### src/rtl/filter_seq.sv
// filter_seq: streams a sample frame through an external filter core into result memory.
// Optional core-hang watchdog enabled by defining FILTER_SEQ_WATCHDOG_EN.
module filter_seq #(
  parameter int DATA_W = 32,
  parameter int ADDR_W = 10,
  parameter int NCH = 1,
  parameter int SETTLE = 2,
  parameter int TIMEOUT = 1024,
  localparam int CH_W = NCH > 1 ? $clog2(NCH) : 1
) (
  input  logic              clk,
  input  logic              rst,
  input  logic              start,
  input  logic [ADDR_W-1:0] base_addr,
  input  logic [ADDR_W:0]   len,
  output logic              ready,
  output logic              done,
  output logic              err,
  output logic [ADDR_W-1:0] rd_addr,
  output logic [CH_W-1:0]   rd_ch,
  input  logic [DATA_W-1:0] din,
  output logic              core_start,
  output logic [DATA_W-1:0] core_din,
  input  logic              core_ready,
  input  logic              core_valid,
  input  logic [DATA_W-1:0] core_y,
  output logic              wr_en,
  output logic [ADDR_W-1:0] wr_addr,
  output logic [CH_W-1:0]   wr_ch,
  output logic [DATA_W-1:0] dout
);
  localparam int CNT_W = $clog2((SETTLE > TIMEOUT ? SETTLE : TIMEOUT) + 1);
  localparam logic [ADDR_W:0] LEN_MAX = {1'b1, {ADDR_W{1'b0}}};
  typedef enum logic [2:0] {IDLE, FETCH, ISSUE, WAIT_Y, WRITE, NEXT, DONE} state_t;
  state_t state_q, state_d;
  logic [ADDR_W-1:0] base_q, base_d, idx_q, idx_d, rd_addr_q, rd_addr_d, wr_addr_q, wr_addr_d;
  logic [ADDR_W:0] len_q, len_d;
  logic [CH_W-1:0] ch_q, ch_d, rd_ch_q, rd_ch_d, wr_ch_q, wr_ch_d;
  logic [CNT_W-1:0] cnt_q, cnt_d;
  logic [DATA_W-1:0] core_din_q, core_din_d, dout_q, dout_d;
  logic ready_q, ready_d, done_q, done_d, err_q, err_d;
  logic core_start_q, core_start_d, wr_en_q, wr_en_d;
  always_comb begin
    state_d = state_q;
    base_d = base_q;
    len_d = len_q;
    idx_d = idx_q;
    ch_d = ch_q;
    core_din_d = core_din_q;
    dout_d = dout_q;
    wr_addr_d = wr_addr_q;
    wr_ch_d = wr_ch_q;
    err_d = err_q;
    core_start_d = 1'b0;
    case (state_q)
      IDLE: if (start && ready_q) begin
        base_d = base_addr;
        len_d = len[ADDR_W] ? LEN_MAX : len;
        idx_d = '0;
        ch_d = '0;
        err_d = 1'b0;
        state_d = len_d == '0 ? DONE : FETCH;
      end
      FETCH: state_d = cnt_q == CNT_W'(SETTLE - 1) ? ISSUE : FETCH;
      ISSUE: if (core_ready) begin
        core_din_d = din;
        core_start_d = 1'b1;
        state_d = WAIT_Y;
      end
      WAIT_Y: if (core_valid) begin
        dout_d = core_y;
        wr_addr_d = rd_addr_q;
        wr_ch_d = rd_ch_q;
        state_d = WRITE;
      end
`ifdef FILTER_SEQ_WATCHDOG_EN
      else if (cnt_q == CNT_W'(TIMEOUT - 1)) begin
        err_d = 1'b1;
        state_d = DONE;
      end
`endif
      WRITE: state_d = NEXT;
      NEXT: if ({1'b0, idx_q} + 1'b1 < len_q) begin
        idx_d = idx_q + 1'b1;
        state_d = FETCH;
      end else if (int'(ch_q) + 1 < NCH) begin
        idx_d = '0;
        ch_d = ch_q + 1'b1;
        state_d = FETCH;
      end else begin
        state_d = DONE;
      end
      default: state_d = IDLE;
    endcase
    // cnt measures time spent in the current state (settle and watchdog)
    cnt_d = state_d != state_q ? '0 : cnt_q + 1'b1;
    rd_addr_d = base_d + idx_d;
    rd_ch_d = ch_d;
    ready_d = state_d == IDLE;
    wr_en_d = state_d == WRITE;
    done_d = state_q == DONE;
  end
  always_ff @(posedge clk) begin
    if (rst) begin
      state_q <= IDLE;
      base_q <= '0;
      len_q <= '0;
      idx_q <= '0;
      ch_q <= '0;
      cnt_q <= '0;
      rd_addr_q <= '0;
      rd_ch_q <= '0;
      wr_addr_q <= '0;
      wr_ch_q <= '0;
      core_din_q <= '0;
      dout_q <= '0;
      ready_q <= 1'b0;
      done_q <= 1'b0;
      err_q <= 1'b0;
      core_start_q <= 1'b0;
      wr_en_q <= 1'b0;
    end else begin
      state_q <= state_d;
      base_q <= base_d;
      len_q <= len_d;
      idx_q <= idx_d;
      ch_q <= ch_d;
      cnt_q <= cnt_d;
      rd_addr_q <= rd_addr_d;
      rd_ch_q <= rd_ch_d;
      wr_addr_q <= wr_addr_d;
      wr_ch_q <= wr_ch_d;
      core_din_q <= core_din_d;
      dout_q <= dout_d;
      ready_q <= ready_d;
      done_q <= done_d;
      err_q <= err_d;
      core_start_q <= core_start_d;
      wr_en_q <= wr_en_d;
    end
  end
  assign ready = ready_q;
  assign done = done_q;
  assign err = err_q;
  assign rd_addr = rd_addr_q;
  assign rd_ch = rd_ch_q;
  assign core_start = core_start_q;
  assign core_din = core_din_q;
  assign wr_en = wr_en_q;
  assign wr_addr = wr_addr_q;
  assign wr_ch = wr_ch_q;
  assign dout = dout_q;
endmodule

### config.mk
export PLATFORM = sky130hd
export DESIGN_NAME = filter_seq
export DESIGN_NICKNAME = d
export VERILOG_FILES = /design/src/rtl/filter_seq.sv
export SDC_FILE = /design/constraint.sdc
export NUM_CORES = 1
export LEC_CHECK = 0
export BUFFER_PORTS_ARGS = -buffer_cell sky130_fd_sc_hd__buf_2
export CAP_MARGIN = 15
export CORE_UTILIZATION = 39
export CTS_CLUSTER_DIAMETER = 40
export CTS_CLUSTER_SIZE = 30
export DETAILED_ROUTE_END_ITERATION = 16
export GPL_ROUTABILITY_DRIVEN = 0
export SLEW_MARGIN = 25
export SYNTH_ARGS = -nofsm -noshare
export SYNTH_HDL_FRONTEND = slang
export SYNTH_SLANG_ARGS = --single-unit
### constraint.sdc
create_clock -name clk -period 5.1 [get_ports clk]
set_clock_uncertainty 0.1 [all_clocks]
set_input_delay 0.51 -clock clk [delete_from_list [all_inputs] [get_ports clk]]
set_output_delay 0.51 -clock clk [all_outputs]
set_load 0.05 [all_outputs]
### Word level (Yosys, flattened, before mapping)

Index checks and enable logic that the tools add are counted.

| word-level totals | value |
|---|---|
| word-level logic and storage cells | 67 |
| register bits | 135 |

| operators by class | value |
|---|---|
| eq/ne operators | 12 |
| magnitude comparators | 2 |
| bitwise operators | 1 |
| mux-type cells | 20 |
| add/subtract/negate cells | 6 |
| reductions and logical operators | 11 |

Operator list:

| cell | count |
|---|---|
| 10-bit 2-to-1 mux | 5 |
| 10-bit one-hot mux with 2 select lines | 1 |
| 3-bit 2-to-1 mux | 6 |
| 3-bit one-hot mux with 6 select lines | 1 |
| 3-bit equality test, second input constant | 4 |
| 10-bit by 1-bit adder with 11-bit output, second input constant | 1 |
| 11-bit by 1-bit adder with 11-bit output, second input constant | 1 |
| 11-bit by 1-bit equality test with 1-bit output, second input constant | 1 |
| 11-bit logical NOT | 1 |
| 11-bit less-than comparator | 1 |
| 11-bit 2-to-1 mux | 1 |
| 10-bit by 1-bit adder with 10-bit output, second input constant | 1 |
| 10-bit adder | 1 |
| 3-bit by 2-bit equality test with 1-bit output, second input constant | 2 |
| 3-bit logical NOT | 2 |
| 2-bit inequality test, second input constant | 3 |
| 2-bit AND reduction | 3 |
| 1-bit 2-to-1 mux | 4 |
| 4-bit AND reduction | 1 |
| 2-bit OR reduction | 2 |
| 3-bit by 1-bit equality test with 1-bit output, second input constant | 1 |
| 3-bit inequality test | 1 |
| 1-bit by 1-bit adder with 2-bit output, second input constant | 1 |
| 2-bit by 1-bit less-than comparator with 1-bit output, second input constant | 1 |
| other kinds (6) | 6 |

### Depth between registers and ports, before layout

| depth | value |
|---|---|
| depth after elaboration | 7 |
| gate-level depth with buffers | 24 |
| mapped depth without buffers | 23 |

### Least setup slack after synthesis

No wires, ideal clock.

| timing path | value |
|---|---|
| kind | register to register |
| start point | reg idx_q[0] |
| end point | reg rd_addr_q[9], in the netlist rd_addr[9] |
| cell stages (with the launch flop) | 21 |
| path slack | 0.726 ns |
| setup time | 0.070 ns |
| path buffers | 1 |
| arrival time | 4.205 ns |
| cell sequence | dfxtp_1 ha_1 and3_2 nand3_1 nor2_1 xor2_1 ha_1 nand4_1 nor2_1 a211o_1 a21oi_2 buf_2 nand2_1 or3_1 nand2_1 ha_1 or4_1 o21ai_0 o31ai_1 or3_1 a21oi_1 |

| on the way | value |
|---|---|
| word-level cells in the longest chain between the ends | 5 |

Ends and longest elaborated chain:

| item | line | RTL |
|---|---|---|
| from (decl) | 36 | `logic [ADDR_W-1:0] base_q, base_d, idx_q, idx_d, rd_addr_q, rd_addr_d, wr_addr_q, wr_addr_d;` |
| from (signal assigned) | 126 | `idx_q <= idx_d;` |
| 10-bit by 1-bit adder with 11-bit output | 83 | `NEXT: if ({1'b0, idx_q} + 1'b1 < len_q) begin` |
| 11-bit less-than comparator | 83 |  |
| 10-bit 2-to-1 mux * | 83 |  |
| 10-bit one-hot mux with 2 select lines * | 55 | `case (state_q)` |
| net idx_d[4] | 36 |  |
| 10-bit adder * | 97 | `rd_addr_d = base_d + idx_d;` |
| to (signal assigned) | 129 | `rd_addr_q <= rd_addr_d;` |
| to (decl) | 36 |  |

The timed path passes the listed nets; every way through them passes the cells marked *.
A chain may end at the register's enable or synchronous reset.

### Final worst setup path

Ends and elaborated chain as after synthesis.

==> flow_metrics.env <==
export IMPL_powerDensity_nw_per_um2=363
export IMPL_clock_sinks=135
export IMPL_dieArea_um2=15700
export IMPL_synth_nets=855
export IMPL_initial_utilization=0.404
export IMPL_ys_top_cells_by_area="dfxtp_1 (46%), nand2_1 (14%), a21oi_1 (10%), ha_1 (4.7%), nor2_1 (2.4%)"
export IMPL_outcome="complete, no violations"
export IMPL_ys_types=64
export IMPL_timing_final_crit_period_ns=4.72
export IMPL_syn_inst=742
export IMPL_hp_class="input pin to flop"
export IMPL_cp_start_kind="flop"
export IMPL_tightest_slew_ns=0.697
export IMPL_netlist_area_um2=5910
export IMPL_synth_top_area_share=0.457
export IMPL_clock_latency_ns=0.42
export IMPL_switchingPower_uw=713
export IMPL_hpwl_um=10500
export IMPL_critPathKind="flop to flop"
export IMPL_fin_nets=1024
export IMPL_dieHeight_um=125
export IMPL_avgSynthCellArea_um2=7.97
export IMPL_port_buffers=179
export IMPL_power_leakage_nw=3.33
export IMPL_cp_cell_sequence="ha_1 -> and3_2 -> nand3_1 -> nor2_2 -> xor2_1 -> ha_1 -> nand4_1 -> nor2_1 -> a211o_1 -> a21oi_4 -> a41oi_1 -> o21ai_0 -> nand2_1 -> ha_1 -> or4_1 -> a21oi_1 -> o31ai_1 -> or3_1 -> a21oi_1"
export IMPL_cpPeakStageDelay_ns=0.50
export IMPL_switching_share=0.259
export IMPL_vias=5365
export IMPL_endpoint_kind="flop"
export IMPL_firstDrtPassIters=6
export IMPL_drive_gt1_frac=0.261
export IMPL_grt_pass1_vias=4995
export IMPL_combinationalPowerShare=0.119
export IMPL_timing_final_crit_share=0.925
export IMPL_drv_slew=0
export IMPL_viasPerCell=4.84
export IMPL_cts_tree="built"
export IMPL_ys_flop_type="dfxtp_1"
export IMPL_fin_total_pwr_mw=2.75
export IMPL_peakVddDrop_v=0.000216
export IMPL_grt_max_degree=64
export IMPL_async_reset_ff_frac=0
export IMPL_crit_slowest_cell="or4_1"
export IMPL_antenna_found_initial=0
export IMPL_postRouteWirelength_um=15100
export IMPL_setup_viol=0
export IMPL_fp_row_count=44
export IMPL_antenna_cells=0
export IMPL_ys_ff_latch=135
export IMPL_detail_route_iter0_violations=334
export IMPL_cts_root_buf="clkbuf_16"
export IMPL_finalSetupTns_ns=0
export IMPL_ys_seq_area_frac=0.457
export IMPL_cts_buffers=17
export IMPL_core_area_um2=14600
export IMPL_worstPathMaxFanout=9
export IMPL_die_w_um=125
export IMPL_crit_top_cell="ha_1"
export IMPL_drc_errors=0
export IMPL_cap_violations=0
export IMPL_grt_pass1_wl_um=24700
export IMPL_grt_total_usage=0.196
export IMPL_clockBufferDepth=2
export IMPL_path_clk_slew_ns=0.06
export IMPL_fmax_ghz=0.212
export IMPL_htreeDepth=4
export IMPL_io_pins=181
export IMPL_antenna_left=0
export IMPL_synth_edff_count=0
export IMPL_fillers=1474
export IMPL_syn2layout_area_growth_pct=28.2
export IMPL_finalHoldViolCount=0
export IMPL_slew_limit_headroom=0.535
export IMPL_yosys_warnings=0
export IMPL_yosys_area_top_type="dfxtp_1"
export IMPL_critPathArrivalTime_ns=4.96
export IMPL_internal_power_mw=2.04
export IMPL_seqPwrFrac=0.403
export IMPL_critical_path_required_ns=5.34
export IMPL_rsz0062_at_grt="no"
export IMPL_avgRoutedWirePerCell_um=13.6
export IMPL_grt_overflow_total=0
export IMPL_pwr_share_clk=0.478
-- sequential cells by signal (all words and copies together), names as in the netlist, 3 cells and up --
register and flops:
wr_addr 10, len_q 11, rd_addr 10, cnt_q 11, core_din 32, base_q 10, idx_q 10, dout 32
state_q 3
-- worst max-delay path: cells and delay by family (launching register included) --
| kind | cells | cell delay [ns] |
|---|---|---|
| adder cells (fa/ha/maj) | 3 | 0.78 |
| AO/OA/AOI/OAI | 7 | 1.42 |
| AND/OR/NAND/NOR | 8 | 1.73 |
| flip-flops | 1 | 0.44 |
| XOR/XNOR | 1 | 0.17 |
-- through the flow --
| stage | hold WS [ns] | utilization | area [um2] | setup WS (ns) | instances |
|---|---|---|---|---|---|
| after floorplan | 0.332 | - | 5910 | 0.726 | 742 |
| after global placement | 0.339 | 0.472 | 6920 | 0.385 | 1074 |
| after detailed placement | 0.343 | 0.472 | 6920 | 0.305 | 1074 |
| after CTS | 0.201 | 0.516 | 7560 | 0.272 | 1106 |
| after global routing | 0.212 | 0.518 | 7580 | 0.00295 | 1108 |
| final | 0.223 | 0.518 | 7580 | 0.383 | 1108 |
-- power by group through the flow --
stage / Sequential, mW / Clock, mW / Combinational, mW
6_report: 1.11 / 1.31 / 0.328
5_1_grt: 1.12 / 1.39 / 0.361
4_1_cts: 1.11 / 1.34 / 0.318
3_5_place_dp: 1.13 / 0 / 0.316
3_3_place_gp: 1.13 / 0 / 0.317
2_1_floorplan: 1.18 / 0 / 0.173
-- cells in the final DEF (no fill, tap or decap), types with 12 or more instances in the layout --
cell type,Yosys,final
a21oi_1,123,123
buf_2,4,178
buf_4,2,13
clkbuf_16,0,17
dfxtp_1,135,135
ha_1,22,22
inv_1,22,22
nand2_1,214,214
nand3_1,17,17
nand3b_1,12,12
nor2_1,38,36
o21ai_0,13,13
xnor2_1,13,13
-- timing repair --
action	CTS	global route
hold buffers	0	0
resized for setup	0	2
endpoints found under the setup margin	0	3
buffers inserted	0	2
-- path summary, 6_finish.rpt --
check / slack [ns] / endpoint / cells past startpoint / start
max: 0.38 / rd_addr[9] / 19 / idx_q[0]
min: 0.22 / core_din[2] / 3 / din[2]
max reg2reg: 0.38 / rd_addr[9] / 19 / idx_q[0]
min reg2reg: 0.35 / wr_addr[0] / 2 / wr_addr[0]
-- cells in the mapped netlist, drive strengths merged (4+ instances only) --
cell type  number
or3             6
a21o            4
a21oi         124
nor2           38
nand2         215
xnor2          13
nand3          18
nand4           4
xor2            8
clkbuf         32
nor4            4
inv            23
dfxtp         135
nand3b         13
nor3           11
buf             9
o21ai          14
ha             22
and3            4
-- area by class of cell --
class,instances,area (um2),share of cell area
inverters,24,106,0.0140
flip-flops and latches,135,2700,0.356
multi-input cells,542,2920,0.385
well taps,184,230,0.0304
repair buffers,191,988,0.130
clock buffers,18,439,0.0579
clock inverters,14,198,0.0261
-- kinds of logic (layout without fill, tap and decap cells) --
logic type,after synthesis,after routing,share of synthesized area
buffers and inverters,65,247,0.0533
muxes,3,3,0.00508
AOI/OAI and AO/OA,166,166,0.161
DFF,135,135,0.457
adders and majority gates,23,23,0.0499
other,1,1,0.000634
xor gates and xnor gates,21,21,0.0311
and+or+nand+nor,328,328,0.242
-- per-layer routing --
layer  vias up  GRT usage  part of all wire
met5         -          0                 0
met2       122      0.333              0.49
met1      2405      0.240              0.45
met3        13     0.0552             0.050
li1       2825          -                 -
met4         0     0.0631             0.010
(Power assumes the default switching activity.)
